File: config.mk
export PLATFORM = sky130hd
export DESIGN_NAME = instr_fetch_unit_flat
export DESIGN_NICKNAME = d
export VERILOG_FILES = /design/src/rtl/instr_fetch_unit_if.sv /design/src/rtl/instr_fetch_unit.sv /design/src/flat_wrapper.sv
export SDC_FILE = /design/constraint.sdc
export NUM_CORES = 1
export LEC_CHECK = 0
export ABC_AREA = 0
export CORE_ASPECT_RATIO = 1.2
export CORE_MARGIN = 2
export CORE_UTILIZATION = 45
export CTS_BUF_LIST = sky130_fd_sc_hd__clkbuf_16
export DETAILED_ROUTE_END_ITERATION = 10
export GPL_TIMING_DRIVEN = 0
export PLACE_DENSITY = 0.8
export REMOVE_ABC_BUFFERS = 1
export SETUP_SLACK_MARGIN = 0.4
export SYNTH_ARGS = -nofsm -noshare
export SYNTH_HDL_FRONTEND = slang
export SYNTH_SLANG_ARGS = --single-unit
File: constraint.sdc
create_clock -name CLK -period 2.4 [get_ports CLK]
set_input_delay 0.6 -clock CLK [delete_from_list [all_inputs] [get_ports CLK]]
set_output_delay 0.6 -clock CLK [all_outputs]
set_load 0.01 [all_outputs]
File: src/rtl/instr_fetch_unit_if.sv
// Instruction memory bus between the fetch unit (master) and instruction memory (slave).
// The fetch unit holds MEM_READ high until the cycle MEM_READY is seen with MEM_DATA valid.
interface instr_fetch_unit_if;
    logic [31:0] MEM_ADDR;
    logic        MEM_READ;
    logic [31:0] MEM_DATA;
    logic        MEM_READY;

    modport master (
        output MEM_ADDR,
        output MEM_READ,
        input  MEM_DATA,
        input  MEM_READY
    );

    modport slave (
        input  MEM_ADDR,
        input  MEM_READ,
        output MEM_DATA,
        output MEM_READY
    );
endinterface

File: src/rtl/instr_fetch_unit.sv
// Instruction fetch and field-split stage: PC, memory request FSM and instruction register.
// Optional fetch timeout is enabled by defining FETCH_TIMEOUT_EN.
module instr_fetch_unit #(
    parameter logic [31:0] RESET_PC       = 32'h0000_0000,
    parameter logic [31:0] PC_STEP        = 32'd1,
    parameter int          TIMEOUT_CYCLES = 16
) (
    input  logic                        CLK,
    input  logic                        RST,
    instr_fetch_unit_if.master          mem,
    input  logic                        ADVANCE,
    output logic [5:0]                  OpCode,
    output logic [4:0]                  Rs,
    output logic [4:0]                  Rt,
    output logic [4:0]                  Rd,
    output logic [4:0]                  Shamt,
    output logic [5:0]                  Funct,
    output logic [15:0]                 Imm,
    output logic [31:0]                 PC,
    output logic                        INSTR_VALID,
    output logic                        FETCH_ERR,
    output logic [1:0]                  dbg_state_o
);

    localparam logic [31:0] NOP_WORD = 32'hFC00_0000;
    localparam logic [5:0]  NOP_OP   = 6'h3F;

    typedef enum logic [1:0] {
        S_REQ  = 2'd0,
        S_WAIT = 2'd1,
        S_HOLD = 2'd2,
        S_ERR  = 2'd3
    } state_t;

    state_t      state_q;
    logic [31:0] pc_q;
    logic [31:0] ir_q;
    logic [31:0] mem_addr_q;
    logic        mem_read_q;
    logic        valid_q;

`ifdef FETCH_TIMEOUT_EN
    localparam int TW = $clog2(TIMEOUT_CYCLES + 1);
    localparam logic [TW-1:0] TMR_LAST = TW'(TIMEOUT_CYCLES - 1);
    logic [TW-1:0] tmr_q;
    logic          err_q;
`endif

    // A fetched NOP is never completed by the control unit, so HOLD releases it itself.
    logic hold_release;
    assign hold_release = ADVANCE || (ir_q[31:26] == NOP_OP);

    always_ff @(posedge CLK or negedge RST) begin
        if (!RST) begin
            state_q    <= S_REQ;
            pc_q       <= RESET_PC;
            ir_q       <= NOP_WORD;
            mem_addr_q <= RESET_PC;
            mem_read_q <= 1'b0;
            valid_q    <= 1'b0;
`ifdef FETCH_TIMEOUT_EN
            tmr_q      <= '0;
            err_q      <= 1'b0;
`endif
        end else begin
            case (state_q)
                S_REQ: begin
                    mem_addr_q <= pc_q;
                    mem_read_q <= 1'b1;
                    state_q    <= S_WAIT;
`ifdef FETCH_TIMEOUT_EN
                    tmr_q      <= '0;
`endif
                end
                S_WAIT: begin
                    if (mem.MEM_READY) begin
                        ir_q       <= mem.MEM_DATA;
                        mem_read_q <= 1'b0;
                        valid_q    <= 1'b1;
                        pc_q       <= pc_q + PC_STEP;
                        state_q    <= S_HOLD;
                    end
`ifdef FETCH_TIMEOUT_EN
                    // READY on the final allowed cycle is taken above, ahead of the timeout.
                    else if (tmr_q == TMR_LAST) begin
                        mem_read_q <= 1'b0;
                        err_q      <= 1'b1;
                        state_q    <= S_ERR;
                    end else begin
                        tmr_q <= tmr_q + 1'b1;
                    end
`endif
                end
                S_HOLD: begin
                    if (hold_release) begin
                        ir_q    <= NOP_WORD;
                        valid_q <= 1'b0;
                        state_q <= S_REQ;
                    end
                end
                S_ERR: begin
                    mem_read_q <= 1'b0;
                    ir_q       <= NOP_WORD;
                    valid_q    <= 1'b0;
                end
                default: state_q <= S_REQ;
            endcase
        end
    end

    assign mem.MEM_ADDR = mem_addr_q;
    assign mem.MEM_READ = mem_read_q;

    assign OpCode      = ir_q[31:26];
    assign Rs          = ir_q[25:21];
    assign Rt          = ir_q[20:16];
    assign Rd          = ir_q[15:11];
    assign Shamt       = ir_q[10:6];
    assign Funct       = ir_q[5:0];
    assign Imm         = ir_q[15:0];
    assign PC          = pc_q;
    assign INSTR_VALID = valid_q;
    assign dbg_state_o = state_q;

`ifdef FETCH_TIMEOUT_EN
    assign FETCH_ERR = err_q;
`else
    assign FETCH_ERR = 1'b0;
`endif

endmodule

File: src/flat_wrapper.sv
// flat-port wrapper written by rule: the top's interface ports become plain ports
module instr_fetch_unit_flat 
#(
    parameter logic [31:0] RESET_PC       = 32'h0000_0000,
    parameter logic [31:0] PC_STEP        = 32'd1,
    parameter int          TIMEOUT_CYCLES = 16
)
  (CLK, RST, ADVANCE, OpCode, Rs, Rt, Rd, Shamt, Funct, Imm, PC, INSTR_VALID, FETCH_ERR, dbg_state_o, mem_MEM_ADDR, mem_MEM_READ, mem_MEM_DATA, mem_MEM_READY);
  instr_fetch_unit_if mem_i ();
  input  logic CLK;
  input  logic RST;
  input  logic ADVANCE;
  output logic [5:0] OpCode;
  output logic [4:0] Rs;
  output logic [4:0] Rt;
  output logic [4:0] Rd;
  output logic [4:0] Shamt;
  output logic [5:0] Funct;
  output logic [15:0] Imm;
  output logic [31:0] PC;
  output logic INSTR_VALID;
  output logic FETCH_ERR;
  output logic [1:0] dbg_state_o;
  output wire logic [$bits(mem_i.MEM_ADDR)-1:0] mem_MEM_ADDR;
  output wire logic [$bits(mem_i.MEM_READ)-1:0] mem_MEM_READ;
  input wire logic [$bits(mem_i.MEM_DATA)-1:0] mem_MEM_DATA;
  input wire logic [$bits(mem_i.MEM_READY)-1:0] mem_MEM_READY;
  assign mem_MEM_ADDR = mem_i.MEM_ADDR;
  assign mem_MEM_READ = mem_i.MEM_READ;
  assign mem_i.MEM_DATA = mem_MEM_DATA;
  assign mem_i.MEM_READY = mem_MEM_READY;
  instr_fetch_unit #(.RESET_PC(RESET_PC), .PC_STEP(PC_STEP), .TIMEOUT_CYCLES(TIMEOUT_CYCLES)) u_core (.CLK(CLK), .RST(RST), .mem(mem_i), .ADVANCE(ADVANCE), .OpCode(OpCode), .Rs(Rs), .Rt(Rt), .Rd(Rd), .Shamt(Shamt), .Funct(Funct), .Imm(Imm), .PC(PC), .INSTR_VALID(INSTR_VALID), .FETCH_ERR(FETCH_ERR), .dbg_state_o(dbg_state_o));
endmodule
======== After elaboration in Yosys (flattened, before gate mapping) ========
Index checks and enable logic that the tools add are counted.
cells by class
  add/sub/neg operators ................... 1
  equality and inequality tests ........... 6
  multiplexer cells ....................... 11
  reduce and logical (&&, ||, !) cells .... 9
operators by type and width
  operator                 count
  $pmux W32 S3             1
  $mux W32                 2
  $add A32 B1 Y32 const B  1
  $reduce_bool A3 Y1       3
  $eq A6 B6 Y1 const B     1
  $pmux W1 S3              2
  $pmux W2 S3              1
  $reduce_and A3 Y1        2
  $eq A2 B2 Y1 const B     2
  $mux W2                  2
  $reduce_and A2 Y1        2
  $mux W1                  3
  $eq A2 B1 Y1 const B     1
  $logic_not A2 Y1         1
  $ne A2 B1 Y1 const B     1
  $ne A2 B2 Y1 const B     1
  $logic_or A1 B1 Y1       1
storage, ports and cells
  bits in registers ....................... 100
  input port bits ......................... 36
  output and inout bits ................... 117

======== Logic depth before layout (Yosys ltp) ========
  depth after elaboration ................. 4
  gate-level depth with buffers ........... 7
  mapped depth without buffers ............ 6

======== Worst setup path after synthesis ========
Ideal clock, no wire load.
  path type ............................... reg2reg
  start ................................... reg u_core.state_q[1] (netlist: u_core.dbg_state_o[1])
  end ..................................... reg u_core.ir_q[26]
  arrival time ............................ 1.704 ns
  path slack .............................. 0.616 ns
  stages on the path, launching flop included .. 7
  buffers on the path ..................... 1
  period minus slack after synthesis ...... 1.784 ns
  cell sequence ........................... dfrtp_1 inv_1 ha_1 or3_4 and3_1 buf_2 o22a_1
between the ends
  cells in the longest elaborated chain, start to end .. 3
  elaborated cells on any way between the ends .. 8
  classes of those cells .................. 5 x eq/ne; 1 x mux; 2 x reduce/logical
RTL lines
  element                                                      line                    text
  start: declaration                                           instr_fetch_unit.sv:35  state_t state_q;
  start signal: assignment                                     instr_fetch_unit.sv:55  state_q <= S_REQ;
  start signal: assignment                                     instr_fetch_unit.sv:70  state_q <= S_WAIT;
  start signal: assignment                                     instr_fetch_unit.sv:81  state_q <= S_HOLD;
  $eq A2 B2 Y1 or $eq A2 B1 Y1 (tied branches)                 instr_fetch_unit.sv:66  case (state_q)
  $ne A2 B1 Y1 (no source line), or another cell as far along  --
  $reduce_and A3 Y1 (no source line)                           --
  end signal: assignment                                       instr_fetch_unit.sv:77  ir_q <= mem.MEM_DATA;
  end: declaration                                             instr_fetch_unit.sv:37  logic [31:0] ir_q;
Several ways; a longest one is shown, not always the timed one.
A chain may end at the register's enable or synchronous reset.

======== Worst setup path in the final report ========
  start ................................... reg u_core.pc_q[0] (netlist: u_core.PC[0])
  end ..................................... out PC[0]
RTL lines
  element                   line                    text
  start: declaration        instr_fetch_unit.sv:36  logic [31:0] pc_q;
  start signal: assignment  instr_fetch_unit.sv:80  pc_q <= pc_q + PC_STEP;
  end: declaration          flat_wrapper.sv:20      output logic [31:0] PC;
No word-level cell between the ends.

==> impl_metrics.tcl <==
set metrics [dict create \
    pin_count 153 \
    numCtsBuffers 9 \
    viasPerCell 5.27 \
    ys_types 43 \
    grt_overflow 0 \
    ant_nets 0 \
    fmax_mhz 511 \
    post-dp-hpwl_um 7000 \
    dieArea_mm2 0.0103 \
    grt_pass1_vias 3249 \
    status "complete, no violations" \
    io_buffer_count 151 \
    synth_seq_cells 100 \
    final_cell_mix "clkdlybuf4s50_1, dfrtp_1, mux2_2, a22o_1, xnor2_1" \
    total_leakage_power_nw 2.79 \
    hold_slack_ns 0.268 \
    finalWirelength_um 10300 \
    postCtsHoldBufs 0 \
    yosys_warnings 0 \
    rsz0062_at_grt "no" \
    path_cells "clkdlybuf4s50_1" \
    multi_input_area_mm2 0.00163 \
    ir_drop_v 0.000639 \
    regArea_mm2 0.00252 \
    synth_simple_gate_area_share_pct 12.2 \
    hp-class "in -> async" \
    endpoint_kind "output port" \
    synth_top_family_by_area "simple AND/OR/NAND/NOR gates" \
    place_area_mm2 0.00577 \
    worstPathArrival_ns 1.36 \
    area_growth_pct 45.0 \
    cts_buffer_depth 2 \
    final_net_count 491 \
    cp_num_buf_inv 1 \
    start_kind "flip-flop" \
    final-hold-violation-count 0 \
    cp_max_fo 5 \
    critPathKind "reg -> out" \
    slew_headroom_pct 48.1 \
    avgSynthCellArea_um2 13.9 \
    critPathSlowestCell "clkdlybuf4s50_1" \
    yosysSeqAreaShare_pct 58.8 \
    synth_fa_ha_area_share_pct 1.76 \
    worstPathRequired_ns 1.80 \
    clk_pin_slew_ns 0.07 \
    row_count 38 \
    drv_cap 0 \
    synth_mux_area_share_pct 9.20 \
    place_congestion 0.746 \
    n_antenna_cell 0 \
    synthXorXnorAreaFrac_pct 6.36 \
    worst_pin_slew_ns 0.779 \
    final_common_cell "clkdlybuf4s50_1" \
    coreArea_mm2 0.00913 \
    clock_latency_ns 0.33 \
    cp_top_family "buffers and inverters" \
    htree_levels 3 \
    grtUsageTotal_pct 20.1 \
    finalCritPeriodShare_pct 81.6 \
    grt_start_max_net_pins 57 \
    cts_tree "built" \
    wl_per_cell_um 18.0 \
    drtIter0Drc 93 \
    die_x_um 92.9 \
    fin_crit_ns 1.96 \
    postLayoutCellArea_mm2 0.00619 \
    setup_viol 0 \
    drv_slew 0 \
    cts-root-buf "clkbuf_16" \
    first_pass_iters 4 \
    finClkSkew_ns 0.0110 \
    postSynthCellCount 308 \
    cp-startpoint "u_core.PC[0]" \
    nFillCells 681 \
    fin_setup_tns_ns 0 \
    worstReg2RegStart "u_core.dbg_state_o[0]" \
    synth_compound_area_share_pct 6.97 \
    critPathMaxStageDelay_ns 0.58 \
    netlist_area_mm2 0.00427 \
    p_total_mw 5.82 \
    clock-sinks 100 \
    die-height_um 111 \
    drive_gt1_share_pct 19.6 \
    drcViolationCount 0 \
    power_density_mw_per_mm2 940 \
    num_vias 3027 \
    start_util_pct 46.8 \
    grt_antenna_before_repair 0 \
    grt_pass1_wl_um 16400 \
]
==> layout make-up <==
| type | instances | area share [%] |
|---|---|---|
| Sequential cell | 100 | 40.7 |
| Clock inverter | 7 | 0.950 |
| Tap cell | 120 | 2.42 |
| Inverter | 3 | 0.182 |
| Timing Repair Buffer | 155 | 25.8 |
| Clock buffer | 9 | 3.64 |
| Multi-Input combinational cell | 180 | 26.3 |
==> timing repair <==
item | in CTS | in global routing
gates cloned | 2 | 1
setup buffers | 0 | 3
pin swaps | 2 | 4
setup endpoints to repair | 35 | 54
gates resized for setup | 12 | 12
==> kinds of logic after synthesis <==
logic type               count (synthesis)
flip-flops                             100
AND/OR/NAND/NOR                         69
AO/OA/AOI/OAI                           35
multiplexers                            35
XOR/XNOR                                31
buffers and inverters                   31
adder cells (fa/ha/maj)                  6
other                                    1
==> worst reg2reg max path, cell delays in order, from the launching register on <==
cell,delay (ns)
dfrtp_1,0.44
inv_1,0.14
ha_2,0.32
nor2b_1,0.20
o21ai_2,0.17
nand2_1,0.17
mux2_2,0.34
==> sequential cells by signal, summed over array words and instances, names as in the netlist <==
register             flops
u_core.dbg_state_o       2
u_core.ir_q             32
u_core.mem.MEM_READ      1
u_core.INSTR_VALID       1
u_core.PC               32
u_core.mem.MEM_ADDR     32
==> Yosys cell counts <==
master     n  share of area (%)
nor4_2     2               0.59
dfstp_2    6                3.7
and4_2     1               0.23
buf_4     20                3.5
mux2_1     4                1.1
xor2_1    10                2.1
and3_1     7                1.0
nor2_1     2               0.18
buf_1      1              0.088
buf_2      6               0.70
nand3_4    1               0.41
nand3_1   10                1.2
mux2i_1    1               0.23
mux2_2    30                7.9
and4_4     1               0.26
nor3_1     1               0.12
o22a_1     6                1.2
or3_4      1               0.26
clkbuf_1   1              0.088
nand2_1   10               0.88
a21o_1     1               0.18
or2b_1     1               0.18
and3_2     2               0.35
xnor2_1   21                4.3
nand4_1    9                1.3
inv_1      3               0.26
nor4_4     1               0.50
o21ai_0    1               0.12
nand4_4    2                1.0
conb_1     1              0.088
nand2_4    1               0.26
o21ai_1    1               0.12
or3_1      1               0.15
and2_1     4               0.59
nand3_2    1               0.23
and4_1     4               0.82
nor2b_1    2               0.29
nor3_4     2               0.76
dfrtp_1   94                 55
nor2_2     2               0.29
a22o_1    26                5.3
ha_1       6                1.8
nor4b_2    1               0.35
==> metal layers <==
layer,GRT usage (%),share of wire (%)
met4,4.90,1.2
met2,33.4,50
met5,0,0
met1,24.9,40
met3,7.41,8.5
==> worst paths after layout <==
path | slack (ns) | endpoint | cells after the start
min in group CLK | 0.49 | u_core.mem.MEM_ADDR[2] | 1
worst max register to register | 0.50 | u_core.dbg_state_o[1] | 6
worst min register to register | 0.49 | u_core.mem.MEM_ADDR[2] | 1
worst min-delay path | 0.27 | u_core.ir_q[19] | 1
max in group asynchronous | 1.44 | u_core.ir_q[29] | 2
worst max-delay path | 0.44 | PC[0] | 1
==> report_power, final <==
| group | total, mW | internal (mW) | switching, mW | leakage [nW] |
|---|---|---|---|---|
| Sequential | 2.25 | 1.99 | 0.258 | 1.32 |
| Combinational | 2.20 | 1.13 | 1.07 | 1.34 |
| Clock | 1.36 | 0.720 | 0.645 | 0.134 |
==> stage by stage <==
stage                     instances  utilization [%]  setup slack, ns
final                           574             67.8            0.441
after global routing            574             67.8            0.400
after CTS                       570             66.8            0.391
after detailed placement        552             63.2           -0.146
after global placement          551             62.9            -2.84
after floorplan                 280                -            0.481
Power figures use the tool's default switching activity.
